==> src/rtl/ula_pixel_serializer.sv <==
// ula_pixel_serializer
//   Video output stage of the ULA. This block captures the bitmap and attribute
//   bytes fetched from display DRAM and serialises the bitmap, MSB first, at one
//   pixel per pix_ce. It works out ink or paper, BRIGHT and FLASH for each pixel.
//   Outside the active area it substitutes the border colour. Its output is a
//   registered 4-bit colour index with blanking, which feeds the video DAC encoder.
//
// Ports
//   clk          master pixel clock
//   rst          synchronous reset, active-high
//   pix_ce       pixel enable; one pixel advances per asserted cycle
//   bitmap_in/ld fetched bitmap byte and its holding-register strobe
//   attr_in/ld   fetched attribute byte [7]=FLASH [6]=BRIGHT [5:3]=paper [2:0]=ink
//   shift_load   character boundary; qualified by pix_ce
//   display_en   active-area flag, sampled at shift_load
//   border_in/wr border colour GRB and its write strobe
//   vsync_pulse  frame strobe that advances the flash counter
//   blank_in     blanking, sampled on pix_ce
//   colour_out   {BRIGHT,G,R,B}, registered
//   blank_out    blanking aligned with colour_out
//   flash_state  current flash phase
module ula_pixel_serializer #(
    parameter int FLASH_FRAMES = 16
) (
    input  logic       clk,
    input  logic       rst,
    input  logic       pix_ce,
    input  logic [7:0] bitmap_in,
    input  logic       bitmap_ld,
    input  logic [7:0] attr_in,
    input  logic       attr_ld,
    input  logic       shift_load,
    input  logic       display_en,
    input  logic [2:0] border_in,
    input  logic       border_wr,
    input  logic       vsync_pulse,
    input  logic       blank_in,
    output logic [3:0] colour_out,
    output logic       blank_out,
    output logic       flash_state
);

    localparam logic [4:0] FLASH_LAST = 5'(FLASH_FRAMES - 1);

    logic [7:0] bitmap_hold;
    logic [7:0] attr_hold;
    logic [2:0] border_reg;
    logic [7:0] shift_reg;
    logic [7:0] attr_reg;
    logic       mode;
    logic [2:0] border_shadow;
    logic [4:0] flash_cnt;

    logic       ink_sel;
    logic [3:0] colour_nxt;

    // Fetch-side holding registers are written on any edge, whatever pix_ce is.
    // If a write lands on the same edge as a load, the load still sees the old
    // value, because non-blocking assignment reads the pre-edge contents.
    always_ff @(posedge clk) begin
        if (rst) begin
            bitmap_hold <= '0;
            attr_hold   <= '0;
            border_reg  <= '0;
        end else begin
            if (bitmap_ld) bitmap_hold <= bitmap_in;
            if (attr_ld)   attr_hold   <= attr_in;
            if (border_wr) border_reg  <= border_in;
        end
    end

    // Frame counter. It wraps at FLASH_FRAMES-1 and flips the flash phase on
    // that same edge. A held vsync_pulse counts once per clk.
    always_ff @(posedge clk) begin
        if (rst) begin
            flash_cnt   <= '0;
            flash_state <= 1'b0;
        end else if (vsync_pulse) begin
            if (flash_cnt == FLASH_LAST) begin
                flash_cnt   <= '0;
                flash_state <= ~flash_state;
            end else begin
                flash_cnt <= flash_cnt + 5'd1;
            end
        end
    end

    // Shifter and per-character state
    always_ff @(posedge clk) begin
        if (rst) begin
            shift_reg     <= '0;
            attr_reg      <= '0;
            mode          <= 1'b0;
            border_shadow <= '0;
        end else if (pix_ce) begin
            if (shift_load) begin
                shift_reg     <= display_en ? bitmap_hold : 8'h00;
                attr_reg      <= attr_hold;
                mode          <= display_en;
                border_shadow <= border_reg;
            end else begin
                // Zeros shifted in past the end of a character read as paper.
                shift_reg <= {shift_reg[6:0], 1'b0};
            end
        end
    end

    // Colour of the pixel currently at the shifter MSB. FLASH swaps ink and
    // paper during the active flash phase.
    always_comb begin
        ink_sel    = shift_reg[7] ^ (attr_reg[7] & flash_state);
        colour_nxt = '0;
        if (blank_in)
            colour_nxt = '0;
        else if (mode)
            colour_nxt = {attr_reg[6], ink_sel ? attr_reg[2:0] : attr_reg[5:3]};
        else
            colour_nxt = {1'b0, border_shadow};
    end

    always_ff @(posedge clk) begin
        if (rst) begin
            colour_out <= '0;
            blank_out  <= 1'b0;
        end else if (pix_ce) begin
            colour_out <= colour_nxt;
            blank_out  <= blank_in;
        end
    end

endmodule

==> config.mk <==
export PLATFORM = sky130hd
export DESIGN_NAME = ula_pixel_serializer
export DESIGN_NICKNAME = d
export VERILOG_FILES = /design/src/rtl/ula_pixel_serializer.sv
export SDC_FILE = /design/constraint.sdc
export NUM_CORES = 1
export LEC_CHECK = 0
export CAP_MARGIN = 5
export CORE_MARGIN = 8
export CORE_UTILIZATION = 25
export DETAILED_ROUTE_END_ITERATION = 8
export GPL_ROUTABILITY_DRIVEN = 0
export PLACE_DENSITY = 0.5
export SYNTH_ARGS = -nofsm -noshare
export SYNTH_HDL_FRONTEND = slang
export SYNTH_SLANG_ARGS = --single-unit
==> constraint.sdc <==
create_clock -name clk -period 2.1 [get_ports clk]
set_input_delay 0.21 -clock clk [delete_from_list [all_inputs] [get_ports clk]]
set_output_delay 0.21 -clock clk [all_outputs]
set_load 0.05 [all_outputs]
Yosys cells after proc, flatten, opt, wreduce, memory -nomap -nowiden
Cells that the tools add are included.
{"block": "op_classes", "bitwise": 3, "muxes": 6, "reduce_logical": 2, "n_eq_ne": 1, "n_addsub": 1}
{"op": "$mux W8", "count": 2}
{"op": "$mux W4", "count": 2}
{"op": "$add A5 B1 Y5 const B", "count": 1}
{"op": "$eq A5 B4 Y1 const B", "count": 1}
{"op": "$mux W5", "count": 1}
{"op": "$reduce_and A2 Y1", "count": 2}
{"op": "$mux W3", "count": 1}
{"op": "$and A1 B1 Y1", "count": 1}
{"op": "$not A1 Y1", "count": 1}
{"op": "$xor A1 B1 Y1", "count": 1}
{"block": "word_totals", "in_bits": 29, "reg_bits": 50, "out_inout_bits": 6, "word_cells": 24}

Logic depth before layout (Yosys ltp)
Gate-level depths: netlist (run 1).
{"block": "logic_depth", "word_depth": 5, "depth_mapped": 5, "depth_no_buf": 5}

Worst setup path before layout (run 1)
No wires, ideal clock.
{"block": "synth_timing", "path_kind": "register to register", "from": "register flash_state", "to": "register colour_out[0]", "required_ps": 1971, "setup_slack_ps": 654, "n_path_buf": 0, "path_stages_with_launch": 5, "synth_period_minus_slack_ps": 1446, "setup_ps": 129, "t_arrival_ps": 1317, "path_cell_list": "dfxtp_1 -> nand2_1 -> xor2_2 -> mux2i_1 -> a31oi_1"}
{"block": "synth_between", "elab_chain_len": 5}
{"element": "start: declaration", "line": "40", "source": "output logic flash_state"}
{"element": "start signal: assignment", "line": "81", "source": "flash_state <= ~flash_state;"}
{"element": "$and A1 B1 Y1", "line": "111", "source": "ink_sel = shift_reg[7] ^ (attr_reg[7] & flash_state);"}
{"element": "$xor A1 B1 Y1", "line": "111"}
{"element": "$mux W3", "line": "116", "source": "colour_nxt = {attr_reg[6], ink_sel ? attr_reg[2:0] : attr_reg[5:3]};"}
{"element": "$mux W4", "line": "115", "source": "else if (mode)"}
{"element": "$mux W4", "line": "113", "source": "if (blank_in)"}
{"element": "end signal: assignment", "line": "126", "source": "colour_out <= colour_nxt;"}
{"element": "end: declaration", "line": "38", "source": "output logic [3:0] colour_out,"}
Every way passes these cells.
A chain may end at the register's enable or synchronous reset.

Worst setup path after layout (run 1)
{"block": "layout_timing", "from": "register flash_state", "to": "output port flash_state"}
No word-level cell between the ends.

==> metrics.txt, run 1 <==
# TYPE chip_impl_metric gauge
chip_impl_info{name="grt_setup_unrepaired",value="no"} 1
chip_impl_info{name="yosys-top-cells-area",value="dfxtp_1 (52%), mux2i_1 (12%), nor2_1 (6.6%), nand2_1 (6.0%), a21oi_1 (3.4%)"} 1
chip_impl_metric{name="netlist-cell-type-count",unit=""} 26
chip_impl_info{name="hp-class",value="reg -> reg"} 1
chip_impl_metric{name="m1WireLength",unit="um"} 2100
chip_impl_metric{name="critical_path.max_stage_delay",unit="ns"} 0.83
chip_impl_metric{name="total_leakage_power",unit="nW"} 0.9280
chip_impl_info{name="synthDominantAreaCellType",value="dfxtp_1"} 1
chip_impl_metric{name="total_power",unit="mW"} 1.732
chip_impl_metric{name="area_of_the_core",unit="um2"} 7607
chip_impl_metric{name="final_core_util",unit=""} 0.3215
chip_impl_metric{name="final-hold-violation-count",unit=""} 0
chip_impl_info{name="criticalPathCategory",value="reg -> out"} 1
chip_impl_metric{name="final.period_utilization",unit=""} 0.8168
chip_impl_metric{name="clkSinkCount",unit=""} 50
chip_impl_metric{name="ff2ff_setup_slack",unit="ns"} 0.91
chip_impl_metric{name="max-slew-margin-rel",unit=""} 0.6580
chip_impl_info{name="top_layer_used",value="met4"} 1
chip_impl_metric{name="setup_viol",unit=""} 0
chip_impl_metric{name="worst_setup_hold_path_clk_slew",unit="ns"} 0.08
chip_impl_metric{name="cts.hold.buffers_added",unit=""} 0
chip_impl_metric{name="async_flop_share",unit=""} 0
chip_impl_metric{name="cts-resized-gates",unit=""} 0
chip_impl_metric{name="gr-usage-all-layers",unit=""} 0.07879
chip_impl_info{name="endpoint_kind",value="output port"} 1
chip_impl_metric{name="data_required_critical_path",unit="ns"} 1.89
chip_impl_metric{name="clk-insertion-delay-late",unit="ns"} 0.30
chip_impl_metric{name="cts_max_level",unit=""} 2
chip_impl_metric{name="start_util",unit=""} 0.2544
chip_impl_metric{name="dr.pass1.iters",unit=""} 4
chip_impl_info{name="crit_path_top_delay_cell",value="clkdlybuf4s50_1"} 1
chip_impl_metric{name="standard_cell_rows",unit=""} 32
chip_impl_metric{name="maximum_resistive_drop_on_vdd",unit="uV"} 211.5
chip_impl_info{name="timing.critical_path.cells",value="clkdlybuf4s50_1"} 1
chip_impl_metric{name="cts_made_buffers",unit=""} 5
chip_impl_metric{name="num_antenna_cells",unit=""} 0
chip_impl_metric{name="setup_tns",unit="ns"} 0
chip_impl_metric{name="worst_pin_slew",unit="ns"} 0.5114
chip_impl_metric{name="grt_pass1_vias",unit=""} 1476
chip_impl_metric{name="route.detailed.wl_per_inst",unit="um"} 12.12
chip_impl_metric{name="drv_slew",unit=""} 0
chip_impl_metric{name="post_detailed_route_drc_marker_count",unit=""} 0
chip_impl_metric{name="post-dp-hpwl",unit="um"} 3039
chip_impl_metric{name="postSynthCellCount",unit=""} 210
chip_impl_metric{name="wl",unit="um"} 4168
chip_impl_metric{name="synthDominantCellAreaShare",unit=""} 0.5171
chip_impl_metric{name="syn_area_per_cell",unit="um2"} 9.217
chip_impl_info{name="cts_root_buf",value="clkbuf_8"} 1
chip_impl_metric{name="die_h",unit="um"} 104.0
chip_impl_metric{name="worst_clock_skew",unit="ns"} 0.007184
chip_impl_metric{name="io_buffer_count",unit=""} 34
chip_impl_metric{name="timing.critical_path.buf_inv",unit=""} 1
chip_impl_metric{name="yosysWarningCount",unit=""} 0
chip_impl_metric{name="floorplan.io_pins",unit=""} 35
chip_impl_metric{name="timing.final.crit_period",unit="ns"} 1.715
chip_impl_metric{name="floorplan.die_area",unit="um2"} 10810
chip_impl_metric{name="max_cap_violations",unit=""} 0
chip_impl_metric{name="antenna_violating_nets_post_route",unit=""} 0
chip_impl_metric{name="detail_route.iter0.violations",unit=""} 61
chip_impl_metric{name="wire_length_of_the_first_global_routing_pass",unit="um"} 7162
chip_impl_metric{name="post-cts-setup-buffers",unit=""} 0
chip_impl_metric{name="ys_seq_elements",unit=""} 50
chip_impl_metric{name="syn_nets",unit=""} 240
chip_impl_metric{name="synth_seq_area_share",unit=""} 0.5171
chip_impl_info{name="dominantRegCellSynth",value="dfxtp_1"} 1
chip_impl_metric{name="power.density_cell_area",unit="nW/um2"} 707.9
chip_impl_info{name="critPathLaunchType",value="register"} 1
chip_impl_info{name="status",value="finished clean"} 1
chip_impl_metric{name="wl_met2",unit="um"} 1769
chip_impl_metric{name="dr_total_vias",unit=""} 1482
chip_impl_info{name="synth_most_common_cell",value="dfxtp_1"} 1
chip_impl_info{name="clock_tree_from_tritoncts",value="built"} 1
chip_impl_metric{name="met3RoutedLength",unit="um"} 238
chip_impl_metric{name="crit_arrival",unit="ns"} 1.51
chip_impl_metric{name="synth_area",unit="um2"} 1936
chip_impl_metric{name="worstPathMaxFanout",unit=""} 3
chip_impl_metric{name="die-width",unit="um"} 104.0
chip_impl_metric{name="vias_per_cell",unit=""} 4.308
chip_impl_metric{name="grt.overflow.total",unit=""} 0
chip_impl_metric{name="grt_max_degree",unit=""} 27
chip_impl_metric{name="final_net_count",unit=""} 272
chip_impl_metric{name="layout-drive-gt1-share",unit=""} 0.05372
chip_impl_metric{name="clockBufferDepth",unit=""} 2
chip_impl_metric{name="areaGrowthSynthToFinish",unit="%"} 26.37
chip_impl_metric{name="synth-edff-count",unit=""} 0
chip_impl_metric{name="antenna_violations_before_repair",unit=""} 0
chip_impl_info{name="cp_top_family",value="buffers and inverters"} 1
chip_impl_metric{name="max_freq",unit="MHz"} 583.0
chip_impl_info{name="post_synth_most_frequent_cells",value="dfxtp_1 (50), nor2_1 (34), nand2_1 (31), mux2i_1 (24), a21oi_1 (13)"} 1
==> path summary, 6_finish.rpt <==
| kind | startpoint | end | cells past startpoint |
|---|---|---|---|
| min reg2reg | attr_hold[6] | attr_reg[6] | 2 |
| max reg2reg | flash_state | colour_out[2] | 4 |
| min | attr_hold[6] | attr_reg[6] | 2 |
| max | flash_state | flash_state | 1 |
==> cell usage in the layout, fill, tap and decap left out, drive strengths merged <==
cell           synthesis  final
a311oi                 7      7
inv                    1      1
a32oi                  1      1
dfxtp                 50     50
a21oi                 13     13
mux2i                 24     24
nor2                  34     34
nand2b                 7      7
buf                   11      4
ha                     1      1
or2                    1      1
a21o                   3      3
clkinv                 0      2
clkbuf                 2      5
xor2                   3      3
o21ai                  3      3
nor2b                  1      1
a31oi                  3      3
nand3                  7      7
and3b                  1      1
xnor2                  2      2
and2                   1      1
nand4                  3      3
nand2                 31     31
clkdlybuf4s50          0     34
==> metrics by stage <==
stage	hold slack [ns]	instances	instance area (um2)	setup WS (ns)
global placement	0.4437	337	2367	0.4504
global route	0.4843	344	2446	0.3287
CTS	0.4610	344	2446	0.3613
detailed placement	0.4485	337	2367	0.4237
floorplan	0.3572	210	1936	0.6543
finish	0.4557	344	2446	0.3848
==> where the power goes <==
| part | total, mW | switching [mW] | internal (mW) |
|---|---|---|---|
| Sequential | 1.02 | 0.0261 | 0.990 |
| Combinational | 0.191 | 0.0895 | 0.101 |
| Clock | 0.525 | 0.300 | 0.224 |
==> cell families (layout without fill, tap and decap cells) <==
kind of cell               Yosys count  after routing  synth area share
AOI/OAI and AO/OA                   30             30           0.09890
muxes                               24             24            0.1241
adders and majority gates            1              1          0.006463
xor gates and xnor gates             5              5           0.02651
DFF                                 50             50            0.5171
buffers and inverters               14             46           0.03620
and+or+nand+nor                     86             86            0.1907
==> worst register-to-register path, cell delays in order, from the launching register on <==
cell     delay [ns]
dfxtp_1        0.38
nand2_1        0.10
xor2_2         0.26
mux2i_1        0.24
a31oi_1        0.09
==> area by class of cell <==
cell class              count  area [um2]
multi-input cells         146       864.6
flip-flops and latches     50        1001
clock buffers               5       68.82
clock inverters             2       10.01
repair buffers             38       370.4
inverters                   1       3.754
fillers                   831        5161
well taps                 102       127.6
==> metal layers <==
| layer | track usage | vias up |
|---|---|---|
| li1 | - | 773 |
| met1 | 0.1049 | 667 |
| met2 | 0.1155 | 37 |
| met3 | 0.02416 | 5 |
| met4 | 0.03102 | 0 |
| met5 | 0 | - |
Power figures use the tool's default switching activity.
==> run 2, diff against run 1 <==
--- a/config.mk
+++ b/config.mk
@@ -10,7 +10,7 @@
 export CORE_UTILIZATION = 25
 export DETAILED_ROUTE_END_ITERATION = 8
 export GPL_ROUTABILITY_DRIVEN = 0
-export PLACE_DENSITY = 0.5
+export PLACE_DENSITY = 0.52
 export SYNTH_ARGS = -nofsm -noshare
 export SYNTH_HDL_FRONTEND = slang
 export SYNTH_SLANG_ARGS = --single-unit
==> constraint.sdc (replaced) <==
create_clock -name clk -period 1.5 [get_ports clk]
set_input_delay 0.15 -clock clk [delete_from_list [all_inputs] [get_ports clk]]
set_output_delay 0.15 -clock clk [all_outputs]
set_load 0.05 [all_outputs]
==> run 2 against run 1 <==
  * Combinational power increased by 52%
  * Count of clock-buffer cells in the layout increased by 1
  * Sequential share of layout area decreased by 1.1 points
  * Global-route usage increased by 0.19 points
  * Hold slack got worse by 0.010 ns
  * First-iteration DRC count decreased by 6.6%
  * Clock power increased by 47%
  * Critical path type is now reg -> reg
==> metrics.txt, run 2 (same netlist as run 1, synthesis figures left out) <==
# TYPE chip_impl_metric gauge
chip_impl_metric{name="max-slew-margin-rel",unit=""} 0.7407
chip_impl_info{name="timing.critical_path.cells",value="nand2_1 -> xor2_2 -> mux2i_1 -> a31oi_1"} 1
chip_impl_metric{name="standard_cell_rows",unit=""} 32
chip_impl_metric{name="timing.reg2reg.worst_path_depth",unit=""} 4
chip_impl_metric{name="vias_per_cell",unit=""} 4.278
chip_impl_metric{name="worstPathMaxFanout",unit=""} 3
chip_impl_metric{name="io_buffer_count",unit=""} 34
chip_impl_metric{name="worst_clock_skew",unit="ns"} 0.01366
chip_impl_metric{name="post-cts-setup-buffers",unit=""} 0
chip_impl_info{name="status",value="finished clean"} 1
chip_impl_info{name="grt_setup_unrepaired",value="no"} 1
chip_impl_metric{name="num_antenna_cells",unit=""} 0
chip_impl_metric{name="cts.hold.buffers_added",unit=""} 0
chip_impl_metric{name="cts-resized-gates",unit=""} 0
chip_impl_metric{name="data_required_critical_path",unit="ns"} 1.68
chip_impl_info{name="crit_path_top_delay_cell",value="dfxtp_1"} 1
chip_impl_metric{name="crit_arrival",unit="ns"} 1.44
chip_impl_metric{name="power.density_cell_area",unit="nW/um2"} 987.8
chip_impl_info{name="critPathLaunchType",value="register"} 1
chip_impl_metric{name="grt_max_degree",unit=""} 33
chip_impl_metric{name="wl",unit="um"} 4200
chip_impl_metric{name="setup_viol",unit=""} 0
chip_impl_info{name="hp-class",value="in -> reg"} 1
chip_impl_metric{name="die-width",unit="um"} 104.0
chip_impl_metric{name="start_util",unit=""} 0.2544
chip_impl_metric{name="timing.final.crit_period",unit="ns"} 1.266
chip_impl_metric{name="gr-usage-all-layers",unit=""} 0.08066
chip_impl_metric{name="areaGrowthSynthToFinish",unit="%"} 29.99
chip_impl_info{name="rr_endpoint",value="colour_out[0]"} 1
chip_impl_metric{name="setup_tns",unit="ns"} 0
chip_impl_metric{name="filler_cell_count",unit=""} 821
chip_impl_info{name="grt-busiest-layer",value="met2"} 1
chip_impl_metric{name="cts_max_level",unit=""} 2
chip_impl_metric{name="layout-drive-gt1-share",unit=""} 0.1040
chip_impl_info{name="endpoint_kind",value="register"} 1
chip_impl_metric{name="maximum_resistive_drop_on_vdd",unit="uV"} 311.8
chip_impl_metric{name="total_power",unit="mW"} 2.486
chip_impl_info{name="cts_root_buf",value="clkbuf_8"} 1
chip_impl_metric{name="dr.pass1.iters",unit=""} 4
chip_impl_metric{name="cts_made_buffers",unit=""} 5
chip_impl_metric{name="globalRouteMet1Util",unit=""} 0.1083
chip_impl_info{name="setup.worst_path.end",value="colour_out[0]"} 1
chip_impl_info{name="layout.cells.most_common_list",value="dfxtp_1 (50), nor2_1 (34), nand2_1 (31), clkdlybuf4s50_1 (28), mux2i_1 (24)"} 1
chip_impl_metric{name="max_cap_violations",unit=""} 0
chip_impl_metric{name="area_of_the_core",unit="um2"} 7607
chip_impl_metric{name="worst_pin_slew",unit="ns"} 0.3880
chip_impl_metric{name="final_net_count",unit=""} 279
chip_impl_metric{name="detail_route.iter0.violations",unit=""} 57
chip_impl_metric{name="floorplan.io_pins",unit=""} 35
chip_impl_metric{name="post_detailed_route_drc_marker_count",unit=""} 0
chip_impl_metric{name="die_h",unit="um"} 104.0
chip_impl_metric{name="clk-insertion-delay-late",unit="ns"} 0.31
chip_impl_metric{name="wire_length_of_the_first_global_routing_pass",unit="um"} 7293
chip_impl_metric{name="antenna_violations_before_repair",unit=""} 0
chip_impl_metric{name="dr_total_vias",unit=""} 1506
chip_impl_metric{name="critical_path.max_stage_delay",unit="ns"} 0.39
chip_impl_metric{name="ff2ff_setup_slack",unit="ns"} 0.23
chip_impl_metric{name="post-dp-hpwl",unit="um"} 2978
chip_impl_metric{name="grt.overflow.total",unit=""} 0
chip_impl_metric{name="drv_slew",unit=""} 0
chip_impl_info{name="critPathLaunch",value="flash_state"} 1
chip_impl_info{name="clock_tree_from_tritoncts",value="built"} 1
chip_impl_metric{name="grtUsageMet2",unit=""} 0.1132
chip_impl_metric{name="antenna_violating_nets_post_route",unit=""} 0
chip_impl_info{name="rr_startpoint",value="flash_state"} 1
chip_impl_info{name="criticalPathCategory",value="reg -> reg"} 1
chip_impl_metric{name="worst_setup_hold_path_clk_slew",unit="ns"} 0.10
chip_impl_metric{name="route.detailed.wl_per_inst",unit="um"} 11.93
chip_impl_metric{name="total_leakage_power",unit="nW"} 0.9838
chip_impl_metric{name="floorplan.die_area",unit="um2"} 10810
chip_impl_metric{name="final-hold-violation-count",unit=""} 0
chip_impl_metric{name="final.period_utilization",unit=""} 0.8439
chip_impl_metric{name="clockBufferDepth",unit=""} 2
chip_impl_metric{name="grt_pass1_vias",unit=""} 1545
chip_impl_metric{name="clkSinkCount",unit=""} 50
chip_impl_metric{name="globalRouteMet3Util",unit=""} 0.02850
chip_impl_info{name="final_common_cell",value="dfxtp_1"} 1
chip_impl_metric{name="max_freq",unit="MHz"} 790.0
## run 2: cell count changes in the layout (fill, tap and decap cells not counted)
| cell | before | now |
|---|---|---|
| buf_12 | 0 | 2 |
| buf_4 | 4 | 15 |
| clkbuf_1 | 0 | 1 |
| clkdlybuf4s50_1 | 34 | 28 |
| clkinv_2 | 2 | 1 |
| clkinv_4 | 0 | 1 |
## run 2: worst max-delay path, delay by kind of cell (launching register included)
family | cells | cell delay, ns
xor+xnor | 1 | 0.27
mux | 1 | 0.27
simple gates | 1 | 0.12
compound gates | 1 | 0.10
flops | 1 | 0.39
## run 2: per-layer routing
metal | share of wire | up-vias
li1 | - | 785
met1 | 0.53 | 681
met2 | 0.40 | 34
met3 | 0.055 | 6
met4 | 0.017 | 0
met5 | 0 | -
## run 2: how the worst min path moves through the flow
stage                     start               end  cells after the start
2_1_floorplan        attr_in[0]      attr_hold[0]                      2
3_3_place_gp   border_shadow[0]  border_shadow[0]                      2
4_1_cts            bitmap_in[0]    bitmap_hold[0]                      3
6_report             attr_in[2]      attr_hold[2]                      3
3_5_place_dp       attr_hold[1]       attr_reg[1]                      2
5_1_grt            bitmap_in[6]    bitmap_hold[6]                      3
## run 2: cell type report
cell class / instances / area, um2 / area share
clock buffer: 6 / 72.57 / 0.02884
tap: 102 / 127.6 / 0.05072
inverter: 1 / 3.754 / 0.001492
clock inverter: 2 / 13.76 / 0.005470
sequential: 50 / 1001 / 0.3978
timing repair buffer: 45 / 432.9 / 0.1721
multi-input combinational: 146 / 864.6 / 0.3436
## run 2: through the flow
| step | hold WS, ns | instances | worst slack (ns) | area (um2) | utilization |
|---|---|---|---|---|---|
| after floorplan | 0.2972 | 210 | 0.05425 | 1936 | - |
| after global placement | 0.4436 | 344 | -0.01964 | 2430 | 0.3194 |
| after detailed placement | 0.4486 | 344 | 0.01007 | 2430 | 0.3194 |
| after CTS | 0.4515 | 352 | 0.2062 | 2516 | 0.3308 |
| after global routing | 0.4608 | 352 | 0.1337 | 2516 | 0.3308 |
| final | 0.4454 | 352 | 0.2341 | 2516 | 0.3308 |
## run 2: power by group
part / switching (mW) / total, mW / internal [mW]
registers: 0.0361 / 1.42 / 1.39
clock network: 0.444 / 0.774 / 0.330
logic: 0.131 / 0.290 / 0.159
total: 0.610 / 2.49 / 1.88
==> run 3, diff against run 2 <==
--- a/config.mk
+++ b/config.mk
@@ -10,7 +10,7 @@
 export CORE_UTILIZATION = 25
 export DETAILED_ROUTE_END_ITERATION = 8
 export GPL_ROUTABILITY_DRIVEN = 0
-export PLACE_DENSITY = 0.52
+export PLACE_DENSITY = 0.5
 export SYNTH_ARGS = -nofsm -noshare
 export SYNTH_HDL_FRONTEND = slang
 export SYNTH_SLANG_ARGS = --single-unit
==> constraint.sdc (replaced) <==
create_clock -name clk -period 1.3 [get_ports clk]
set_input_delay 0.13 -clock clk [delete_from_list [all_inputs] [get_ports clk]]
set_output_delay 0.13 -clock clk [all_outputs]
set_load 0.05 [all_outputs]
==> run 3 against run 2 <==
  * Critical path depth up 1
  * Clock power up 11%
  * Largest power group unchanged
  * Sequential share of layout area down 2.6 points
  * Combinational power up 31%
  * Largest cell class unchanged
  * Via count unchanged
  * Final area up 7.5%
  * Count of clock-buffer cells in the layout unchanged
  * Register-to-register slack worse by 0.13 ns
  * Routed wire length down 0.48%
  * Maximum frequency up 5.4%
==> metrics.txt, run 3 (same netlist as run 1, synthesis figures left out) <==
# TYPE chip_impl_metric gauge
chip_impl_metric{name="antenna_violating_nets_post_route",unit=""} 0
chip_impl_metric{name="grt_pass1_vias",unit=""} 1486
chip_impl_metric{name="drv_slew",unit=""} 0
chip_impl_metric{name="setup_viol",unit=""} 0
chip_impl_metric{name="cts_made_buffers",unit=""} 5
chip_impl_metric{name="worst_setup_hold_path_clk_slew",unit="ns"} 0.09
chip_impl_info{name="grt_setup_unrepaired",value="no"} 1
chip_impl_info{name="timing.critical_path.cells",value="ha_1 -> nand4_1 -> nor2_1 -> or2_2 -> nor2_2"} 1
chip_impl_metric{name="critical_path.max_stage_delay",unit="ns"} 0.34
chip_impl_info{name="cp_top_family",value="simple AND/OR/NAND/NOR gates"} 1
chip_impl_metric{name="gr-usage-all-layers",unit=""} 0.08019
chip_impl_metric{name="cts.hold.buffers_added",unit=""} 0
chip_impl_metric{name="wl",unit="um"} 4180
chip_impl_metric{name="power.density_cell_area",unit="nW/um2"} 1065
chip_impl_metric{name="final_cell_count_no_fill",unit=""} 354
chip_impl_metric{name="cts_max_level",unit=""} 2
chip_impl_metric{name="grt_max_degree",unit=""} 26
chip_impl_metric{name="m1WireLength",unit="um"} 2145
chip_impl_metric{name="clkSinkCount",unit=""} 50
chip_impl_metric{name="worst_pin_slew",unit="ns"} 0.2524
chip_impl_metric{name="dp.cells",unit=""} 347
chip_impl_metric{name="antenna_violations_before_repair",unit=""} 0
chip_impl_metric{name="floorplan.io_pins",unit=""} 35
chip_impl_info{name="status",value="finished clean"} 1
chip_impl_metric{name="standard_cell_rows",unit=""} 32
chip_impl_metric{name="max-slew-margin-rel",unit=""} 0.8315
chip_impl_metric{name="total_leakage_power",unit="nW"} 1.039
chip_impl_info{name="hp-class",value="in -> reg"} 1
chip_impl_metric{name="post_detailed_route_drc_marker_count",unit=""} 0
chip_impl_metric{name="area_of_the_core",unit="um2"} 7607
chip_impl_metric{name="num_antenna_cells",unit=""} 0
chip_impl_metric{name="crit_arrival",unit="ns"} 1.44
chip_impl_info{name="crit_path_top_delay_cell",value="dfxtp_1"} 1
chip_impl_metric{name="clockBufferDepth",unit=""} 2
chip_impl_metric{name="data_required_critical_path",unit="ns"} 1.54
chip_impl_metric{name="post-cts-setup-buffers",unit=""} 0
chip_impl_metric{name="start_util",unit=""} 0.2544
chip_impl_metric{name="post-dp-hpwl",unit="um"} 3049
chip_impl_metric{name="cts-resized-gates",unit=""} 0
chip_impl_metric{name="dr.pass1.iters",unit=""} 4
chip_impl_metric{name="final-hold-violation-count",unit=""} 0
chip_impl_metric{name="maximum_resistive_drop_on_vdd",unit="uV"} 357.0
chip_impl_metric{name="die_h",unit="um"} 104.0
chip_impl_info{name="critPathLaunchType",value="register"} 1
chip_impl_metric{name="worst_clock_skew",unit="ns"} 0.007382
chip_impl_metric{name="final_net_count",unit=""} 282
chip_impl_info{name="criticalPathCategory",value="reg -> reg"} 1
chip_impl_metric{name="worstPathMaxFanout",unit=""} 3
chip_impl_metric{name="floorplan.die_area",unit="um2"} 10810
chip_impl_metric{name="filler_cell_count",unit=""} 804
chip_impl_info{name="endpoint_kind",value="register"} 1
chip_impl_metric{name="dr_total_vias",unit=""} 1506
chip_impl_metric{name="timing.critical_path.buf_inv",unit=""} 0
chip_impl_metric{name="clk-insertion-delay-late",unit="ns"} 0.30
chip_impl_metric{name="met3RoutedLength",unit="um"} 203
chip_impl_metric{name="vias_per_cell",unit=""} 4.254
chip_impl_metric{name="timing.final.crit_period",unit="ns"} 1.201
chip_impl_metric{name="dp_slack",unit="ns"} -0.1532
chip_impl_metric{name="wire_length_of_the_first_global_routing_pass",unit="um"} 7251
chip_impl_info{name="top_layer_used",value="met4"} 1
chip_impl_metric{name="wl_met2",unit="um"} 1770
chip_impl_metric{name="final.period_utilization",unit=""} 0.9237
chip_impl_metric{name="final_core_util",unit=""} 0.3556
chip_impl_info{name="final_common_cell",value="dfxtp_1"} 1
chip_impl_metric{name="die-width",unit="um"} 104.0
chip_impl_info{name="cts_root_buf",value="clkbuf_8"} 1
chip_impl_metric{name="route.detailed.wl_per_inst",unit="um"} 11.81
chip_impl_metric{name="max_freq",unit="MHz"} 832.8
chip_impl_metric{name="detail_route.iter0.violations",unit=""} 32
chip_impl_metric{name="max_cap_violations",unit=""} 0
chip_impl_metric{name="areaGrowthSynthToFinish",unit="%"} 39.75
chip_impl_metric{name="fin_ws",unit="ns"} 0.09921
chip_impl_metric{name="grt.overflow.total",unit=""} 0
chip_impl_metric{name="io_buffer_count",unit=""} 34
chip_impl_metric{name="layout-drive-gt1-share",unit=""} 0.1270
chip_impl_info{name="layout.cells.most_common_list",value="dfxtp_1 (49), nor2_1 (33), nand2_1 (30), clkdlybuf4s50_1 (28), mux2i_1 (24)"} 1
chip_impl_info{name="clock_tree_from_tritoncts",value="built"} 1
==> run 3: cell count changes in the layout (fill, tap and decap cells not counted), sizes merged <==
cell,previous run,this run
clkinv,2,0
clkinvlp,0,1
buf,17,20
==> run 3: report_power, final <==
group	internal, mW	switching (mW)	leakage [nW]	total [mW]
registers	1.60	0.0443	0.410	1.64
clock network	0.370	0.489	0.0373	0.859
logic	0.224	0.157	0.592	0.381
==> run 3: worst paths after layout <==
check	startpoint	end	slack [ns]	depth (start not counted)
max	flash_cnt[0]	flash_cnt[1]	0.1	5
min reg2reg	attr_hold[4]	attr_reg[4]	0.44	2
max reg2reg	flash_cnt[0]	flash_cnt[1]	0.1	5
min	bitmap_in[2]	bitmap_hold[2]	0.44	3
==> run 3: layer usage <==
metal | up-vias | track usage
met1 | 675 | 0.1025
li1 | 800 | -
met4 | 0 | 0.03723
met5 | - | 0
met2 | 26 | 0.1173
met3 | 5 | 0.02850
==> run 3: through the flow <==
stage / hold slack, ns / power, mW / area, um2 / TNS [ns]
2_1_floorplan: 0.2772 / 1.850 / 1937 / 0
3_3_place_gp: 0.4408 / 2.060 / 2604 / -1.473
3_5_place_dp: 0.4430 / 2.062 / 2604 / -1.861
4_1_cts: 0.4293 / 2.924 / 2684 / 0
5_1_grt: 0.4370 / 3.020 / 2705 / 0
6_report: 0.4377 / 2.882 / 2705 / 0
==> run 3: worst register-to-register path, delay by kind of cell, from the launching register on <==
| kind | cells | cell delay (ns) |
|---|---|---|
| DFF | 1 | 0.34 |
| and+or+nand+nor | 4 | 0.60 |
| adders and majority gates | 1 | 0.21 |
==> run 3: area by class of cell <==
class                      count  area (um2)  share of cell area
tap                          102       127.6             0.04718
inverter                       1       3.754            0.001388
timing repair buffer          48       605.6              0.2239
clock inverter                 1       7.507            0.002775
multi-input combinational    146       883.3              0.3265
clock buffer                   6       72.57             0.02683
sequential                    50        1005              0.3714
